<file path="src/rtl/alu_scheduler.sv">
// Two-port ALU scheduler: arbitrates sequencer (port 0) and counter-increment
// unit (port 1) requests, launches one op at a time and reports completion.
module alu_scheduler #(
  parameter int unsigned LAT_ADD    = 2,
  parameter int unsigned LAT_MP     = 4,
  parameter int unsigned LAT_DV     = 6,
  parameter int unsigned STARVE_MAX = 3
) (
  input  logic       clk,
  input  logic       rst,
  input  logic       req0_valid,
  input  logic [2:0] req0_op,
  input  logic       req1_valid,
  input  logic [2:0] req1_op,
  output logic       ack0,
  output logic       ack1,
  output logic       done0,
  output logic       done1,
  output logic       err,
  output logic       alu_start,
  output logic [2:0] alu_op,
  output logic       busy,
  output logic       grant
);

  localparam int unsigned OP_W  = 3;
  localparam int unsigned CNT_W = 8;
  localparam int unsigned STV_W = 2;

  typedef enum logic {IDLE = 1'b0, EXEC = 1'b1} state_t;

  state_t           state_q, state_d;
  logic [CNT_W-1:0] cnt_q, cnt_d;
  logic [STV_W-1:0] starve_q, starve_d;
  logic [OP_W-1:0]  alu_op_q, alu_op_d;
  logic             grant_q, grant_d;
  logic             ack0_q, ack0_d, ack1_q, ack1_d;
  logic             done0_q, done0_d, done1_q, done1_d;
  logic             err_q, err_d, start_q, start_d;

  logic             v0, v1, starved, win0, win1, illegal, legal_win;
  logic [OP_W-1:0]  win_op;

  function automatic logic [CNT_W-1:0] lat_m1(input logic [OP_W-1:0] op);
    case (op)
      3'd3, 3'd4: return CNT_W'(LAT_MP - 1);
      3'd5, 3'd6: return CNT_W'(LAT_DV - 1);
      default:    return CNT_W'(LAT_ADD - 1);
    endcase
  endfunction

  // A request acked this cycle is already consumed, even if valid is still seen high.
  assign v0        = req0_valid & ~ack0_q;
  assign v1        = req1_valid & ~ack1_q;
  assign starved   = (starve_q == STV_W'(STARVE_MAX));
  assign win0      = (state_q == IDLE) & v0 & ~(v1 & starved);
  assign win1      = (state_q == IDLE) & v1 & ~win0;
  assign win_op    = win1 ? req1_op : req0_op;
  assign illegal   = win1 ? (req1_op > 3'd1) : (req0_op == 3'd7);
  assign legal_win = (win0 | win1) & ~illegal;

  always_ff @(posedge clk or posedge rst) begin
    if (rst) begin
      state_q  <= IDLE;
      cnt_q    <= '0;
      starve_q <= '0;
      alu_op_q <= '0;
      grant_q  <= 1'b0;
      ack0_q   <= 1'b0;
      ack1_q   <= 1'b0;
      done0_q  <= 1'b0;
      done1_q  <= 1'b0;
      err_q    <= 1'b0;
      start_q  <= 1'b0;
    end else begin
      state_q  <= state_d;
      cnt_q    <= cnt_d;
      starve_q <= starve_d;
      alu_op_q <= alu_op_d;
      grant_q  <= grant_d;
      ack0_q   <= ack0_d;
      ack1_q   <= ack1_d;
      done0_q  <= done0_d;
      done1_q  <= done1_d;
      err_q    <= err_d;
      start_q  <= start_d;
    end
  end

  always_comb begin
    state_d = state_q;
    case (state_q)
      IDLE:    if (legal_win) state_d = EXEC;
      EXEC:    if (cnt_q == '0) state_d = IDLE;
      default: state_d = IDLE;
    endcase
  end

  // Next values for counter, starvation tracking and the registered pulses.
  always_comb begin
    cnt_d    = cnt_q;
    starve_d = starve_q;
    alu_op_d = alu_op_q;
    grant_d  = grant_q;
    ack0_d   = 1'b0;
    ack1_d   = 1'b0;
    done0_d  = 1'b0;
    done1_d  = 1'b0;
    err_d    = 1'b0;
    start_d  = 1'b0;
    if (state_q == IDLE) begin
      ack0_d = win0;
      ack1_d = win1;
      err_d  = (win0 | win1) & illegal;
      if (!v1 || win1)          starve_d = '0;
      else if (win0 && !starved) starve_d = starve_q + STV_W'(1);
      if (legal_win) begin
        start_d  = 1'b1;
        alu_op_d = win_op;
        grant_d  = win1;
        cnt_d    = lat_m1(win_op);
      end
    end else if (cnt_q == '0) begin
      done0_d = ~grant_q;
      done1_d = grant_q;
    end else begin
      cnt_d = cnt_q - CNT_W'(1);
    end
  end

  assign ack0      = ack0_q;
  assign ack1      = ack1_q;
  assign done0     = done0_q;
  assign done1     = done1_q;
  assign err       = err_q;
  assign alu_start = start_q;
  assign alu_op    = alu_op_q;
  assign grant     = grant_q;
  assign busy      = (state_q == EXEC);

endmodule

</file>
<file path="config.mk">
export PLATFORM = sky130hd
export DESIGN_NAME = alu_scheduler
export DESIGN_NICKNAME = d
export VERILOG_FILES = /design/src/rtl/alu_scheduler.sv
export SDC_FILE = /design/constraint.sdc
export NUM_CORES = 1
export LEC_CHECK = 0
export CAP_MARGIN = 20
export CORE_MARGIN = 3
export CORE_UTILIZATION = 54
export CTS_CLUSTER_SIZE = 28
export DETAILED_ROUTE_END_ITERATION = 8
export PLACE_DENSITY = 0.92
export SKIP_LAST_GASP = 1
export SLEW_MARGIN = 20
export SYNTH_ARGS = -nofsm -noshare
export SYNTH_HDL_FRONTEND = slang
export SYNTH_SLANG_ARGS = --single-unit
</file>
<file path="constraint.sdc">
create_clock -name clk -period 4.28 [get_ports clk]
set_input_delay 0.856 -clock clk [delete_from_list [all_inputs] [get_ports clk]]
set_output_delay 0.856 -clock clk [all_outputs]
set_load 0.05 [all_outputs]
</file>
Yosys cells after proc, flatten, opt, wreduce, memory -nomap -nowiden --
Index checks and enable logic that the tools add are counted.
Cells by class: add/subtract/negate cells 2, $lt $le $gt $ge 1, eq/ne operators 7, muxes and demuxes 19, bitwise gates (word level) 17, reductions and logical operators 12
Operators by type and width (count):
- 8-bit 2-to-1 mux | 3
- 3-bit == test, second input constant | 4
- 1-bit 2-to-1 mux | 11
- 1-bit AND | 9
- 8-bit logical NOT | 1
- 8-bit by 1-bit subtractor with 8-bit output, second input constant | 1
- 1-bit inverter | 7
- 3-bit one-hot mux with 2 select lines | 1
- 2-bit AND reduction | 3
- 2-bit 2-to-1 mux | 2
- 2-bit nonzero test | 2
- 2-bit OR reduction | 2
- 3-bit by 2-bit == test with 1-bit output, second input constant | 1
- 3-bit by 1-bit > comparator with 1-bit output, second input constant | 1
- 3-bit 2-to-1 mux | 1
- 2-bit by 1-bit adder with 2-bit output, second input constant | 1
- 2-bit == test, second input constant | 1
- 1-bit logical NOT | 2
- 2-bit inequality test, second input constant | 1
- 1-bit one-hot mux with 2 select lines | 1
- 1-bit logical AND | 1
- 1-bit logical OR | 1
- 1-bit OR | 1
Word-level totals: bits in registers 21, output and inout bits 11, logic and storage cells 69

Longest topological paths before layout --
word-level depth 13, gate-level depth with buffers 7, gate-level depth less buffers 6

Least setup slack after synthesis --
OpenSTA, ideal clock, no wires.
path type input port to flip-flop, from in req1_valid, to reg grant_q, in the netlist grant, arrival 2.045 ns, data required time 4.157 ns, slack 2.112 ns, stages on the path 5, buffers on the path 1, cell sequence or3b_1 o2111a_1 nor3_4 buf_2 o2bb2ai_1
Between the ends: word-level cells in the longest chain between the ends 10, elaborated cells on any way between the ends 12, those cells by class mux: 1; bitwise: 10; reduce/logical: 1
Ends and longest elaborated chain:
- start, declared | RTL line 13 | input logic req1_valid,
- 1-bit AND (*) | RTL line 54 | assign v1 = req1_valid & ~ack1_q;
- 1-bit AND | RTL line 56 | assign win0 = (state_q == IDLE) & v0 & ~(v1 & starved);
- 1-bit inverter | RTL line 56
- 1-bit AND | RTL line 56
- 1-bit inverter | RTL line 57 | assign win1 = (state_q == IDLE) & v1 & ~win0;
- 1-bit AND | RTL line 57
- 1-bit 2-to-1 mux | RTL line 59 | assign illegal = win1 ? (req1_op > 3'd1) : (req0_op == 3'd7);
- 1-bit inverter | RTL line 60 | assign legal_win = (win0 | win1) & ~illegal;
- 1-bit AND | RTL line 60
- 2-bit AND reduction (no source line)
- end signal, assigned | RTL line 80 | grant_q <= grant_d;
- end, declared | RTL line 36 | logic grant_q, grant_d;
Every way passes the cells marked *; elsewhere a longest branch is shown, timed or not. A chain may end at the register's enable or synchronous reset.

Worst setup path in the final report --
from in req1_valid, to reg cnt_q[2]
Between the ends: word-level cells in the longest chain between the ends 12, elaborated cells on any way between the ends 23, those cells by class eq/ne: 4; mux: 5; bitwise: 10; reduce/logical: 4
Ends and longest elaborated chain:
- 1-bit AND (*) | RTL line 54
- 1-bit AND | RTL line 56
- 1-bit inverter | RTL line 56
- 1-bit AND | RTL line 56
- 1-bit inverter | RTL line 57
- 1-bit AND | RTL line 57
- 3-bit 2-to-1 mux | RTL line 58 | assign win_op = win1 ? req1_op : req0_op;
- 3-bit == test / 3-bit by 2-bit == test with 1-bit output (equally long branches) | RTL line 45 | case (op)
- 2-bit OR reduction | RTL line 45
- 3-bit one-hot mux with 2 select lines | RTL line 45
- 8-bit 2-to-1 mux | RTL line 117 | if (legal_win) begin
- 8-bit 2-to-1 mux | RTL line 111 | if (state_q == IDLE) begin
- end signal, assigned | RTL line 77 | cnt_q <= cnt_d;
- end, declared | RTL line 33 | logic [CNT_W-1:0] cnt_q, cnt_d;
Every way passes the cells marked *; elsewhere a longest branch is shown, timed or not. The select of a mux whose other input is x is not followed.

==> reports/metrics.csv <==
stage;metric;value;unit
run_status;status;finished clean;
yosys;Synth area leaders;dfrtp_1 49%, mux2i_1 5.6%, nor3_1 5.1%;
setup_path;crit path launch type;input pin;
yosys;Synth cell types;31;
die;die area;0.002567;mm^2
placed_design;port bufs;20;
placed_design;detailed placer's ending HPWL;1.610;mm
yosys;Synth Cell Area;0.001077;mm^2
setup_path;Worst Path Max Fanout;18;
setup_path;WP data required;4.51;ns
layout;fin nets;141;
yosys;Yosys reg bits;21;
yosys;Post-synth EDFFs;0;
clock_network;CTS max path bufs;2;
min_path;worst hold path class;register to register;
power_and_ir_drop;leak pwr;0.5976;nW
layout;Layout fillers;140;
setup_path;RR Endpoint;cnt_q[2]$_DFFE_PP0P_;
clock_network;Clock Sinks;21;
clock_network;Hold-fix buffers, CTS;0;
yosys;Synth area leader;dfrtp_1;
clock_network;CTS tree;built;
sta;Hold Violations, Final;0;
die;Initial Utilization;0.5979;
clock_network;total CTS buffers;3;
grt;All-Layer GR Usage;0.1999;
die;die height;50.67;um
placed_design;Cell Area, Placed;0.001294;mm^2
setup_path;R2R setup slack;2.00;ns
yosys;Avg Inst Size Synth;10.07;um^2
sta;final setup vio count;0;
grt;GRT overflow;0;
detailed_routing;Post-Route WL;2.168;mm
power_and_ir_drop;worst vdd ir;473.6;uV
sta;Final Cycle Share;0.6293;
grt;initial antenna violation count;0;
setup_path;worst reg2reg path startpoint;starve_q[0]$_DFFE_PP0P_;
sta;Fin Setup TNS;0;ns
clock_network;H-Tree Depth;1;
layout;layout cell share with drive strength beyond 1;0.08594;
detailed_routing;drt first pass iters;5;
yosys;most frequent cell after synthesis;dfrtp_1;
yosys;Post-synth ARST share;1.000;
yosys;Seq/Total Area, Yosys;0.4878;
die;Rows;15;
setup_path;CP startpoint;req1_valid;
yosys;Synth Warn #;0;
clock_network;clock latency on the worst-skew pair;0.30;ns
sta;Rel. slew slack;0.4873;
placed_design;Place WS;1.309;ns
setup_path;crit end category;register;
setup_path;worst stage delay on the critical path;0.51;ns
sta;RSZ-0062 raised after global routing;false;
detailed_routing;Post-DRT Antenna Nets;0;
yosys;Yosys top cell area share;0.4878;
clock_network;Reg clk slew, reported paths;0.12;ns
layout;# diodes;0;
clock_network;CTS Root Cell;clkbuf_4;
sta;Worst-Margin Slew;0.7682;ns
clock_network;setup bufs post-CTS;0;
setup_path;Slowest-stage cell, CP;nor3_4;
detailed_routing;DRC Markers;0;
die;I/O pin count;21;
sta;skew final;0.0009498;ns
layout;Syn-to-layout area delta;22.65;%
detailed_routing;DR iter-0 viols;17;
power_and_ir_drop;P per Cell Area;662.3;mW/mm^2
grt;first-pass GRT wire length;3.884;mm
die;die width;50.67;um
setup_path;Reg2Reg Depth;6;
yosys;ys flop type;dfrtp_1;
yosys;Synth Net Count;119;
sta;Worst Setup Slack, final;1.587;ns
detailed_routing;via count;866;
setup_path;crit path DAT;2.92;ns
layout;Finished Cell Area;0.001321;mm^2
setup_path;crit-path cells;clkdlybuf4s50_1 > or3b_1 > o2111a_1 > nor3_4 > mux2i_1 > nor3_1;
grt;vias in the first global route;884;
grt;pin count of the biggest net entering global routing;22;
sta;Max Fclk;371.3;MHz
run;total of max-cap violations;0;
setup_path;WS Path Type;input pin to register;
setup_path;CP Capture Point;cnt_q[2]$_DFFE_PP0P_;
sta;minimum clock period;2.693;ns
yosys;Syn Inst Count;107;
detailed_routing;vias per inst;5.660;
die;core footprint;0.001802;mm^2
yosys;Synth top cells by count;21 x dfrtp_1, 12 x nor2_1, 11 x nor3_1;
placed_design;Final GP Congestion;0.7628;
sta;Slew Viols, Final;0;
clock_network;number of gates resized after cts;0;
detailed_routing;DR WL/cell;14.17;um
[registers in the layout (all words and copies together), names as in the netlist]
register	count
done1	1
alu_start	1
grant	1
ack1	1
done0	1
alu_op	3
err	1
ack0	1
busy	1
starve_q	2
cnt_q	8
[cell families after synthesis]
| kind of cell | count (synthesis) | synth area share |
|---|---|---|
| simple gates | 45 | 0.2323 |
| compound gates | 20 | 0.1336 |
| fa+ha+maj | 2 | 0.02323 |
| xor+xnor | 4 | 0.03253 |
| flops | 21 | 0.4878 |
| mux | 6 | 0.05575 |
| buf+inv | 9 | 0.03484 |
[area by class of cell]
cell class,instances,area (um^2),area share
clock buffer,3,22.52,0.01705
clock inverter,1,5.005,0.003788
inverter,6,22.52,0.01705
multi-input combinational,77,514.2,0.3892
sequential,21,525.5,0.3977
tap,25,31.28,0.02367
timing repair buffer,20,200.2,0.1515
[power by group]
| part | total [mW] | leakage (nW) | switching (mW) | internal (mW) |
|---|---|---|---|---|
| Clock | 0.0961 | 0.0177 | 0.0612 | 0.0349 |
| Combinational | 0.437 | 0.312 | 0.266 | 0.171 |
| Sequential | 0.342 | 0.268 | 0.0722 | 0.270 |
| Total | 0.875 | 0.598 | 0.399 | 0.476 |
[routing by layer]
| metal | global-route usage | share of wire | vias to the layer above | routed length (um) |
|---|---|---|---|---|
| met4 | 0.08520 | 0.016 | 0 | 34 |
| met1 | 0.2328 | 0.44 | 422 | 956 |
| met2 | 0.3478 | 0.50 | 20 | 1093 |
| met5 | 0 | 0 | - | 0 |
| li1 | - | - | 419 | - |
| met3 | 0.04748 | 0.039 | 5 | 85 |
[metrics by stage]
step           instances  hold WS [ns]  total power, mW    util
2_1_floorplan        107        0.4538           0.6557       -
3_3_place_gp         149        0.4591           0.7588  0.7181
3_5_place_dp         149        0.4749           0.7810  0.7181
4_1_cts              153        0.4913           0.8798  0.7333
5_1_grt              153        0.5184           0.9416  0.7333
6_report             153        0.4894           0.8751  0.7333
[worst min-delay path by stage]
stage / startpoint / end / cells after the start
floorplan: starve_q[1]$_DFFE_PP0P_ / starve_q[1]$_DFFE_PP0P_ / 2
global placement: grant$_DFFE_PP0P_ / done0$_DFF_PP0_ / 1
detailed placement: grant$_DFFE_PP0P_ / done0$_DFF_PP0_ / 1
CTS: grant$_DFFE_PP0P_ / done0$_DFF_PP0_ / 1
global route: grant$_DFFE_PP0P_ / done0$_DFF_PP0_ / 1
finish: grant$_DFFE_PP0P_ / done0$_DFF_PP0_ / 1
[cells in the final DEF (no fill, tap or decap)]
cell type        synthesis  final
or2_2                    2      2
o21ba_2                  1      1
o21ai_0                  2      2
nor3b_1                  3      3
clkinv_2                 0      1
o2111a_1                 1      1
nor2b_1                  2      2
o31ai_1                  1      1
inv_1                    6      6
or3b_2                   1      1
mux2i_1                  6      6
a211oi_1                 2      2
nand3_1                  3      3
a2111oi_2                1      1
o2111ai_1                1      1
clkbuf_4                 0      3
o2bb2ai_1                1      1
or2_1                    1      1
nor2_1                  12     12
dfrtp_1                 21     21
xnor2_1                  1      1
nand2b_1                 3      3
a21oi_1                  7      7
clkdlybuf4s50_1          0     20
a21o_1                   2      2
ha_1                     2      2
or3b_1                   1      1
xor2_1                   3      3
nor3_1                  11     11
or4b_4                   1      1
nor3_4                   1      1
o21a_1                   1      1
nand2_1                  4      4
[worst max-delay path: cells and delay by family]
kind / cells / cell delay (ns)
simple gates: 3 / 1.11
buf+inv: 1 / 0.50
compound gates: 1 / 0.29
mux: 1 / 0.16
(Power assumes the default switching activity.)
